<file path="src/rtl/perf_event_counter_bank.sv">
// Bank of performance-event counters with optional sampling windows.
// Snapshots of all channels are streamed out one channel per valid/ready beat.
`timescale 1ns/1ps

module perf_event_counter_bank #(
  parameter int CHANNELS     = 8,
  parameter int CNT_WIDTH    = 32,
  parameter int INC_WIDTH    = 3,
  parameter int WINDOW_WIDTH = 16,
  parameter int SATURATE     = 1,
  localparam int IdWidth     = (CHANNELS > 1) ? $clog2(CHANNELS) : 1
) (
  input  logic                          clk,
  input  logic                          rst,
  input  logic [CHANNELS*INC_WIDTH-1:0] event_inc,
  input  logic                          enable,
  input  logic                          clear,
  input  logic [WINDOW_WIDTH-1:0]       window_cfg,
  input  logic                          dump_req,
  output logic                          dump_valid,
  input  logic                          dump_ready,
  output logic [IdWidth-1:0]            dump_id,
  output logic [CNT_WIDTH-1:0]          dump_data,
  output logic                          dump_ovf,
  output logic                          dump_last,
  output logic                          busy,
  output logic                          snap_drop
);

  localparam logic [IdWidth-1:0] LastIdx = IdWidth'(CHANNELS - 1);

  typedef enum logic {Idle, Dump} state_t;

  state_t                  state;
  logic [CNT_WIDTH-1:0]    cnt     [CHANNELS];
  logic [CNT_WIDTH-1:0]    nextCnt [CHANNELS];
  logic [CNT_WIDTH-1:0]    shadow  [CHANNELS];
  logic [CNT_WIDTH:0]      sum     [CHANNELS];
  logic [CHANNELS-1:0]     ovf;
  logic [CHANNELS-1:0]     nextOvf;
  logic [CHANNELS-1:0]     shadowOvf;
  logic [WINDOW_WIDTH-1:0] windowCnt;
  logic [WINDOW_WIDTH-1:0] windowLast;
  logic                    windowOn;
  logic                    boundary;
  logic                    trigger;
  logic [IdWidth-1:0]      nextIdx;

  // One extra bit on each sum exposes the carry that marks an overflow.
  for (genvar i = 0; i < CHANNELS; i++) begin : gSum
    assign sum[i] = {1'b0, cnt[i]} + (CNT_WIDTH+1)'(event_inc[i*INC_WIDTH +: INC_WIDTH]);
  end

  always_comb begin
    for (int i = 0; i < CHANNELS; i++) begin
      nextCnt[i] = cnt[i];
      nextOvf[i] = ovf[i];
      if (enable) begin
        nextCnt[i] = sum[i][CNT_WIDTH-1:0];
        if (sum[i][CNT_WIDTH]) begin
          nextOvf[i] = 1'b1;
          if (SATURATE != 0) nextCnt[i] = '1;
        end
      end
    end
  end

  // Comparing with >= lets a shrunken window length close the window at once.
  assign windowOn   = (window_cfg != '0);
  assign windowLast = window_cfg - 1'b1;
  assign boundary   = enable && windowOn && (windowCnt >= windowLast);
  assign trigger    = boundary || dump_req;
  assign nextIdx    = dump_id + 1'b1;

  always_ff @(posedge clk or negedge rst) begin
    if (!rst) begin
      for (int i = 0; i < CHANNELS; i++) cnt[i] <= '0;
      ovf       <= '0;
      windowCnt <= '0;
    end else if (clear || boundary) begin
      for (int i = 0; i < CHANNELS; i++) cnt[i] <= '0;
      ovf       <= '0;
      windowCnt <= '0;
    end else begin
      cnt <= nextCnt;
      ovf <= nextOvf;
      if (enable && windowOn) windowCnt <= windowCnt + 1'b1;
    end
  end

  // Shadows are only written from Idle, so a running dump never sees them change.
  always_ff @(posedge clk or negedge rst) begin
    if (!rst) begin
      state      <= Idle;
      for (int i = 0; i < CHANNELS; i++) shadow[i] <= '0;
      shadowOvf  <= '0;
      dump_valid <= 1'b0;
      dump_id    <= '0;
      dump_data  <= '0;
      dump_ovf   <= 1'b0;
      dump_last  <= 1'b0;
      busy       <= 1'b0;
      snap_drop  <= 1'b0;
    end else begin
      snap_drop <= 1'b0;
      case (state)
        Idle: begin
          if (trigger) begin
            shadow     <= nextCnt;
            shadowOvf  <= nextOvf;
            dump_valid <= 1'b1;
            busy       <= 1'b1;
            dump_id    <= '0;
            dump_data  <= nextCnt[0];
            dump_ovf   <= nextOvf[0];
            dump_last  <= (CHANNELS == 1);
            state      <= Dump;
          end
        end
        Dump: begin
          if (trigger) snap_drop <= 1'b1;
          if (dump_ready) begin
            if (dump_last) begin
              dump_valid <= 1'b0;
              busy       <= 1'b0;
              dump_last  <= 1'b0;
              state      <= Idle;
            end else begin
              dump_id   <= nextIdx;
              dump_data <= shadow[nextIdx];
              dump_ovf  <= shadowOvf[nextIdx];
              dump_last <= (nextIdx == LastIdx);
            end
          end
        end
        default: state <= Idle;
      endcase
    end
  end

endmodule

</file>
<file path="config.mk">
export PLATFORM = sky130hd
export DESIGN_NAME = perf_event_counter_bank
export DESIGN_NICKNAME = d
export VERILOG_FILES = /design/src/rtl/perf_event_counter_bank.sv
export SDC_FILE = /design/constraint.sdc
export NUM_CORES = 1
export LEC_CHECK = 0
export CORE_AREA = 5 5 252 437
export DETAILED_ROUTE_END_ITERATION = 7
export DIE_AREA = 0 0 257 442
export RECOVER_POWER = 25
export SETUP_SLACK_MARGIN = 0.02
export SLEW_MARGIN = 10
export SYNTH_ARGS = -nofsm -noshare
export SYNTH_HDL_FRONTEND = slang
export SYNTH_SLANG_ARGS = --single-unit
</file>
<file path="constraint.sdc">
create_clock -name clk -period 8.76 [get_ports clk]
set_clock_uncertainty 0.1 [all_clocks]
set_input_delay 0.876 -clock clk [delete_from_list [all_inputs] [get_ports clk]]
set_output_delay 0.876 -clock clk [all_outputs]
set_load 0.01 [all_outputs]
</file>
Word level (Yosys, flattened, before mapping)

Index checks and enable logic that the tools add are counted.

Reduce and logical (&&, ||, !) cells: 10
Equal/unequal tests: 5
Div/mod/pow operators: 0
Shift-type cells: 0
Bitwise gates (word level): 2
Add/sub/neg operators: 11
Mux-type cells: 66
Multipliers: 0
Order comparisons: 3

Operator list:

| operator                | number |
|---|---|
| $mux W32                | 21 |
| $add A32 B3 Y33         | 8 |
| $mux W256               | 1 |
| $bmux W32 S3            | 1 |
| $pmux W32 S2            | 1 |
| $mux W16                | 2 |
| $mux W1                 | 30 |
| $add A16 B1 Y16 const B | 1 |
| $ge A16 B16 Y1          | 1 |
| $reduce_bool A16 Y1     | 1 |
| $sub A16 B1 Y16 const B | 1 |
| $mux W3                 | 3 |
| $mux W8                 | 1 |
| $ne A2 B2 Y1 const B    | 4 |
| $pmux W1 S2             | 4 |
| $pmux W3 S2             | 1 |
| $reduce_and A3 Y1       | 2 |
| $ge A4 B4 Y1 const B    | 1 |
| $lt A3 B4 Y1 const B    | 1 |
| $not A3 Y4              | 1 |
| $reduce_and A2 Y1       | 2 |
| $add A3 B1 Y3 const B   | 1 |
| $bmux W1 S3             | 1 |
| $eq A3 B3 Y1 const B    | 1 |
| other kinds (4)         | 6 |

RAM bits: 0
Output and inout bits: 40
Latch bits: 0
Memories: 0
Memory bits (read-only): 0
Register bits after elaboration: 584
Word-level logic and storage cells: 123

Logic depth before layout (Yosys ltp)

Gate-level depths: netlist of the first run.

Word-level depth: 8
Depth in mapped cells: 16
Mapped depth without buffers: 13

Worst setup path before layout of the first run

Ideal clock, no wire load.

Path type: input to register
Start point: input window_cfg[1]
End point: register shadow[182] in the netlist's numbering
Setup time: 0.125 ns
Stages on the path: 15
Setup slack: 4.335 ns
Arrival: 4.200 ns
Data required time: 8.535 ns
Buffers on the path: 3
Path through: nor3_1 > nor3b_1 > nand2_1 > or4_1 > xor2_1 > ha_1 > and4_1 > inv_1 > nor3_1 > a21oi_1 > buf_6 > nor2_4 > buf_6 > buf_6 > mux2_2

Word-level cells in the longest chain between the ends: 5
Elaborated cells on any way between the ends: 7

Ends and longest elaborated chain:

| item                                                          | line   | source |
|---|---|---|
| start, declared                                               | 18     | `input logic [WINDOW_WIDTH-1:0] window_cfg,` |
| $sub A16 B1 Y16 / $reduce_bool A16 Y1 (equally long branches) | 70, 69 |  |
| $ge A16 B16 Y1 / $logic_and A1 B1 Y1 (equally long branches)  | 71     | `assign boundary = enable && windowOn && (windowCnt >= windowLast);` |
| $logic_and A1 B1 Y1 (*)                                       | 71     |  |
| $logic_or A1 B1 Y1 (*)                                        | 72     | `assign trigger = boundary \|\| dump_req;` |
| $reduce_and A2 Y1 (no line) (*)                               | -      |  |
| end signal, assigned                                          | 109    | `shadow <= nextCnt;` |
| end, declared                                                 | 37     | `logic [CNT_WIDTH-1:0] shadow [CHANNELS];` |

Every way passes the cells marked *; elsewhere a longest branch is shown, timed or not.
A chain may end at the register's enable or synchronous reset.

Final worst setup path of the first run

Start point: input window_cfg[2]
End point: register dump_data[1]

Word-level cells in the longest chain between the ends: 6
Elaborated cells on any way between the ends: 8

Ends and longest elaborated chain:

| item                                                          | line   | source |
|---|---|---|
| $sub A16 B1 Y16 / $reduce_bool A16 Y1 (equally long branches) | 70, 69 |  |
| $ge A16 B16 Y1 / $logic_and A1 B1 Y1 (equally long branches)  | 71     |  |
| $logic_and A1 B1 Y1 (*)                                       | 71     |  |
| $logic_or A1 B1 Y1 (*)                                        | 72     |  |
| $ne A2 B2 Y1 (no line) (*)                                    | -      |  |
| $reduce_and A3 Y1 (no line) (*)                               | -      |  |
| end signal, assigned                                          | 114    | `dump_data <= nextCnt[0];` |
| end signal, assigned                                          | 130    | `dump_data <= shadow[nextIdx];` |
| end, declared                                                 | 23     | `output logic [CNT_WIDTH-1:0] dump_data,` |

Marks and branches as above.

==> impl_metrics.env, run 1 <==
export IMPL_placedCellCount=4254
export IMPL_violations="max-capacitance violations, max-slew violations"
export IMPL_grt_overflow=0
export IMPL_cts_sinks=584
export IMPL_io_pins=86
export IMPL_synth_edf_count=0
export IMPL_slew_headroom_pct=-180
export IMPL_htreeDepth=2
export IMPL_slowest_stage="or2_4"
export IMPL_fin_cells=4354
export IMPL_pre_cts_ws_ns=2.67
export IMPL_worst_endpoint_arrival_ns=5.95
export IMPL_dp_hpwl_um=72300
export IMPL_yosys_top_cells_count="dfrtp_1 (584), nand2_1 (324), o21ai_0 (243)"
export IMPL_die_height_um=442
export IMPL_status="finished, violations left"
export IMPL_ys_seq_elements=584
export IMPL_grt_pass1_vias=23564
export IMPL_via_per_inst=5.34
export IMPL_rows=158
export IMPL_ys_top_cells_by_area="dfrtp_1 (48%), mux4_2 (4.9%), mux2_1 (4.7%), nand2_1 (4.0%), o21ai_0 (4.0%)"
export IMPL_rsz0062_at_grt="no"
export IMPL_reg2reg_to="dump_data[1]"
export IMPL_cpPeakStageDelay_ns=0.72
export IMPL_met1_usage_pct=18.4
export IMPL_ff2ff_path_depth=9
export IMPL_num_vias=23260
export IMPL_p_leak_nw=15.2
export IMPL_nNetsFinal=3048
export IMPL_numPortBuffers=85
export IMPL_path_delay_family="simple AND/OR/NAND/NOR gates"
export IMPL_first_iter_violations=1829
export IMPL_cts_buffers=54
export IMPL_busiest_layer="met2"
export IMPL_cts_setup_buffers=0
export IMPL_yosysTopAreaCell="dfrtp_1"
export IMPL_area_growth_pct=12.3
export IMPL_grt_pass1_wl_um=148000
export IMPL_path_cells="clkdlybuf4s50_1, nor3_1, nor3b_1, nand2_1, or4_1, xor2_1, ha_1, a21oi_1, o21ai_0, a211o_1, a21oi_4, buf_4, or2_4, buf_4, o221a_2"
export IMPL_ant_nets=0
export IMPL_grt_start_max_net_pins=164
export IMPL_power_density_nw_per_um2=210
export IMPL_tightestPinTransition_ns=4.20
export IMPL_synth_area_per_cell_um2=10.3
export IMPL_cts_hold_buf=0
export IMPL_synth_top_area_share_pct=47.9
export IMPL_clk_pin_slew_ns=0.06
export IMPL_grt_usage_pct=16.8
export IMPL_grtUsageMet3_pct=1.93
export IMPL_crit_buf_inv=3
export IMPL_ys_types=80
export IMPL_reg2reg_setup_slack_ns=4.88
export IMPL_hold_class="in -> async"
export IMPL_syn_num_nets=3058
export IMPL_cp_data_required_time_ns=9.22
export IMPL_endpoint_kind="register"
export IMPL_slew_viol_final=232
export IMPL_irDropWorstVdd_uv=207
export IMPL_start_util_pct=28.8
export IMPL_drt_pass1_iter_count=5
export IMPL_cp_start_kind="input port"
export IMPL_cap_violations=4
export IMPL_critPathMostFrequentCell="buf_4"
export IMPL_finalSetupViolCount=0
export IMPL_place_gp_congestion=0.904
export IMPL_post_route_min_period_ns=5.48
export IMPL_cts_root_buf="clkbuf_16"
export IMPL_crit_fanout=69
export IMPL_path_class="in -> reg"
export IMPL_layout_setup_ws_ns=3.28
export IMPL_timing_rr_start="windowCnt[2]"
export IMPL_yosysMostFrequentCell="dfrtp_1"
export IMPL_synth_ff_type="dfrtp_1"
export IMPL_syn_area_um2=30500
export IMPL_drcViolationCount=0
export IMPL_wl_per_cell_um=22.6
export IMPL_fmax_ghz=0.182
export IMPL_seq_area_frac_synth_pct=47.9
export IMPL_synthCells=2960
export IMPL_hold_viol=0
export IMPL_async_flop_share_pct=100
export IMPL_antenna_found_initial=2
export IMPL_clk_path_buf_depth=3
export IMPL_cts_resized=0
export IMPL_clkLatencyLatePin_ns=0.64
export IMPL_coreArea_um2=106000
export IMPL_grt_use_met2_pct=29.4
export IMPL_drive_above_1_share_pct=9.36
export IMPL_dieArea_um2=114000
export IMPL_ys_warn_count=0
export IMPL_fin_crit_sh_pct=62.6
export IMPL_die_width_um=257
export IMPL_cts_tree="done"
export IMPL_wirelength_um=98400
export IMPL_fin_setup_tns_ns=0
how the worst max path moves through the flow:
stage / from / to / slack (ns) / depth (start not counted)
2_1_floorplan: window_cfg[1] / shadow[182] / 4.34 / 15
3_3_place_gp: window_cfg[2] / dump_data[1] / 2.62 / 15
3_5_place_dp: window_cfg[2] / dump_data[1] / 2.67 / 15
4_1_cts: window_cfg[2] / dump_data[1] / 3.28 / 15
5_1_grt: rst / cnt[117] / 2.62 / 2
6_report: window_cfg[2] / dump_data[1] / 3.28 / 15
area by class of cell:
type | instances | area, µm²
diodes | 3 | 7.51
clock buffers | 70 | 1510
clock inverters | 27 | 268
fillers | 10882 | 71700
inverters | 75 | 282
multi-input cells | 2114 | 14700
flip-flops and latches | 584 | 14600
well taps | 1360 | 1700
repair buffers | 121 | 1170
worst reg2reg max path, stage by stage, from the launching register on:
cell      delay, ns
dfrtp_1        0.48
ha_1           0.35
a211o_1        0.26
a31oi_1        0.15
o221ai_1       0.27
a21oi_4        0.25
buf_4          0.44
or2_4          0.73
buf_4          0.50
o221a_2        0.30
cell usage in the layout, fill, tap and decap left out, types with 22 or more instances in the layout:
cell and instances:
clkbuf_16 55, dfrtp_1 583, mux2i_1 44, and2_1 22
xnor2_1 91, buf_4 27, xor2_1 87, and4_1 29
a21oi_1 177, o21ai_0 243, and3_1 49, nor2_1 197
mux4_2 66, nand4_1 81, nor2b_1 42, mux2_1 126
clkdlybuf4s50_1 83, mux2_2 29, nand2_1 324, nor4_1 33
a31oi_1 25, nand3_1 104, ha_1 43, inv_1 74
nor3_1 59, o22ai_1 24
metal layers:
| layer | up-vias | routed length (µm) |
|---|---|---|
| met4 | 0 | 9330 |
| met3 | 252 | 3650 |
| met1 | 11779 | 35900 |
| met5 | - | 0 |
| met2 | 677 | 49500 |
| li1 | 10552 | - |
sequential cells by signal (all words and copies together), names as in the netlist, 3 cells and up:
| register | flops |
|---|---|
| ovf | 8 |
| dump_data | 32 |
| windowCnt | 16 |
| shadowOvf | 8 |
| shadow | 256 |
| dump_id | 3 |
| cnt | 256 |
cells by family (layout without fill, tap and decap cells):
group	count (synthesis)	in the layout	synth area share [%]
AND/OR/NAND/NOR	1011	1011	16.3
buffers and inverters	262	293	4.02
XOR/XNOR	178	178	5.11
other	0	3	0
flip-flops	584	584	47.9
multiplexers	285	285	13.0
AO/OA/AOI/OAI	588	588	11.3
adder cells (fa/ha/maj)	52	52	2.33
through the flow:
stage / power [mW] / area (µm²) / hold WS, ns / util (%)
after floorplan: 4.10 / 30500 / 0.349 / -
after global placement: 4.78 / 32500 / 0.362 / 30.6
after detailed placement: 4.81 / 32500 / 0.373 / 30.6
after CTS: 7.25 / 34200 / 0.284 / 32.3
after global routing: 7.48 / 34200 / 0.329 / 32.3
final: 7.20 / 34200 / 0.223 / 32.3
report_power, final:
part	leakage, nW	total [mW]	switching [mW]	internal (mW)
clock	0.877	2.44	1.10	1.34
combinational	6.26	1.55	0.863	0.686
sequential	8.05	3.21	0.318	2.89
total	15.2	7.20	2.28	4.92
Power figures use the tool's default switching activity.
==> inputs of run 2 (changes only) <==
==> constraint.sdc (replaced) <==
create_clock -name clk -period 4.95 [get_ports clk]
set_clock_uncertainty 0.1 [all_clocks]
set_input_delay 0.495 -clock clk [delete_from_list [all_inputs] [get_ports clk]]
set_output_delay 0.495 -clock clk [all_outputs]
set_load 0.01 [all_outputs]
==> impl_metrics.env, run 2 (same netlist as run 1, synthesis figures left out) <==
export IMPL_grt_start_max_net_pins=124
export IMPL_wirelength_um=101000
export IMPL_worst_endpoint_arrival_ns=4.63
export IMPL_via_per_inst=5.33
export IMPL_pre_cts_ws_ns=0.0445
export IMPL_clkLatencyLatePin_ns=0.62
export IMPL_comb_power_share_pct=22.2
export IMPL_drcViolationCount=0
export IMPL_grt_usage_pct=17.3
export IMPL_reg_top3="cnt x256, shadow x256, dump_data x32"
export IMPL_clk_path_buf_depth=3
export IMPL_violations="max-capacitance violations, max-slew violations"
export IMPL_p_leak_nw=15.5
export IMPL_wl_per_cell_um=22.9
export IMPL_p_sw_mw=4.06
export IMPL_num_vias=23394
export IMPL_rows=158
export IMPL_ant_nets=0
export IMPL_final_common_cell="dfrtp_1"
export IMPL_slew_headroom_pct=-78.3
export IMPL_cts_sinks=584
export IMPL_cap_violations=1
export IMPL_fmax_ghz=0.236
export IMPL_path_class="in -> reg"
export IMPL_slew_viol_final=91
export IMPL_numPortBuffers=85
export IMPL_finalSetupViolCount=0
export IMPL_cts_buffers=53
export IMPL_status="finished, violations left"
export IMPL_power_density_nw_per_um2=375
export IMPL_die_height_um=442
export IMPL_switching_share_pct=31.1
export IMPL_place_gp_congestion=0.917
export IMPL_area_growth_pct=14.2
export IMPL_endpoint_kind="register"
export IMPL_layout_common_cells="dfrtp_1 (583), nand2_1 (324), o21ai_0 (243), nor2_1 (197), a21oi_1 (177)"
export IMPL_nNetsFinal=3085
export IMPL_rsz0062_at_grt="no"
export IMPL_drt_pass1_iter_count=6
export IMPL_multi_input_comb_area_um2=14700
export IMPL_drive_above_1_share_pct=10.5
export IMPL_cp_start_kind="input port"
export IMPL_irDropWorstVdd_uv=306
export IMPL_hold_viol=0
export IMPL_die_width_um=257
export IMPL_dieArea_um2=114000
export IMPL_dp_hpwl_um=76600
export IMPL_grt_overflow=0
export IMPL_clockPowerShare_pct=34.5
export IMPL_grt_pass1_vias=23783
export IMPL_cts_setup_buffers=0
export IMPL_post_route_min_period_ns=4.23
export IMPL_fin_cells=4392
export IMPL_htreeDepth=2
export IMPL_placedCellCount=4291
export IMPL_start_util_pct=28.8
export IMPL_coreArea_um2=106000
export IMPL_tightestPinTransition_ns=2.68
export IMPL_hold_class="reg -> reg"
export IMPL_cts_tree="done"
export IMPL_p_seq_share_pct=43.3
export IMPL_regArea_um2=14600
export IMPL_crit_fanout=38
export IMPL_cts_root_buf="clkbuf_16"
export IMPL_layout_setup_ws_ns=0.718
export IMPL_cp_data_required_time_ns=5.35
export IMPL_clk_pin_slew_ns=0.06
export IMPL_grt_pass1_wl_um=151000
export IMPL_antenna_found_initial=3
export IMPL_internal_power_mw=8.99
export IMPL_finalPower_mw=13.0
export IMPL_fin_crit_sh_pct=85.5
export IMPL_fillers=10759
export IMPL_first_iter_violations=1849
export IMPL_io_pins=86
run 2: changes by cell type in the layout (fill, tap and decap cells not counted), sizes merged:
cell         delta
buf            +39
bufinv          +5
clkbuf          -5
clkinv          -4
clkinvlp        -1
diode           +2
dlygate4sd3     +1
inv             +1
run 2: cell type report:
type,instances,area share (%)
inverter,75,0.809
antenna,5,0.0359
multi-input combinational,2114,42.2
clock inverter,28,1.11
tap,1360,4.89
sequential,584,42.0
timing repair buffer,159,4.77
clock buffer,67,4.23
run 2: critical path, stage by stage:
cell and delay (ns):
clkdlybuf4s50_1 0.42, nor3_1 0.29, nor3b_1 0.33, nand2_1 0.11, or4_1 0.42, xor2_1 0.17
ha_1 0.31, and4_1 0.22, inv_1 0.05, nor3_1 0.18, buf_4 0.16, a21oi_4 0.10
nor2_4 0.63, buf_12 0.32, mux2_2 0.37
run 2: worst paths after layout:
path                                     from     endpoint  slack [ns]  depth (start not counted)
worst min-delay path              shadow[110]  shadow[110]        0.38                          1
worst max register to register   windowCnt[3]   shadow[13]        1.62                          8
min in group asynchronous                 rst      cnt[40]        1.13                          2
worst max-delay path            window_cfg[1]   shadow[13]        0.72                         15
max in group asynchronous                 rst      cnt[86]        1.49                          3
worst min register to register    shadow[110]  shadow[110]        0.38                          1
run 2: per-layer routing:
metal / vias up / track usage, % / part of all wire, %
met5: - / 0 / 0.013
met4: 2 / 14.6 / 11
met3: 303 / 2.27 / 3.9
met2: 703 / 30.6 / 50
met1: 11738 / 17.9 / 35
li1: 10648 / - / -
run 2: metrics by stage:
| step | instance area, µm² | hold slack, ns | util [%] | TNS, ns |
|---|---|---|---|---|
| 2_1_floorplan | 30500 | 0.0994 | - | 0 |
| 3_3_place_gp | 32900 | 0.362 | 31.1 | -0.497 |
| 3_5_place_dp | 32900 | 0.374 | 31.1 | 0 |
| 4_1_cts | 34800 | 0.388 | 32.9 | 0 |
| 5_1_grt | 34800 | 0.399 | 32.8 | 0 |
| 6_report | 34800 | 0.385 | 32.9 | 0 |
run 2: what timing repair did:
item,4_1_cts,5_1_grt
gates resized for setup,0,0
hold buffers,1,0
endpoints found under the hold margin,88,0
endpoints found under the setup margin,0,0
run 2: power groups by stage:
stage | registers (mW) | logic (mW) | clock network (mW)
6_report | 5.65 | 2.89 | 4.51
5_1_grt | 5.68 | 3.10 | 4.75
4_1_cts | 5.64 | 2.90 | 4.58
3_5_place_dp | 5.73 | 2.89 | 0
3_3_place_gp | 5.73 | 2.85 | 0
2_1_floorplan | 5.42 | 1.84 | 0
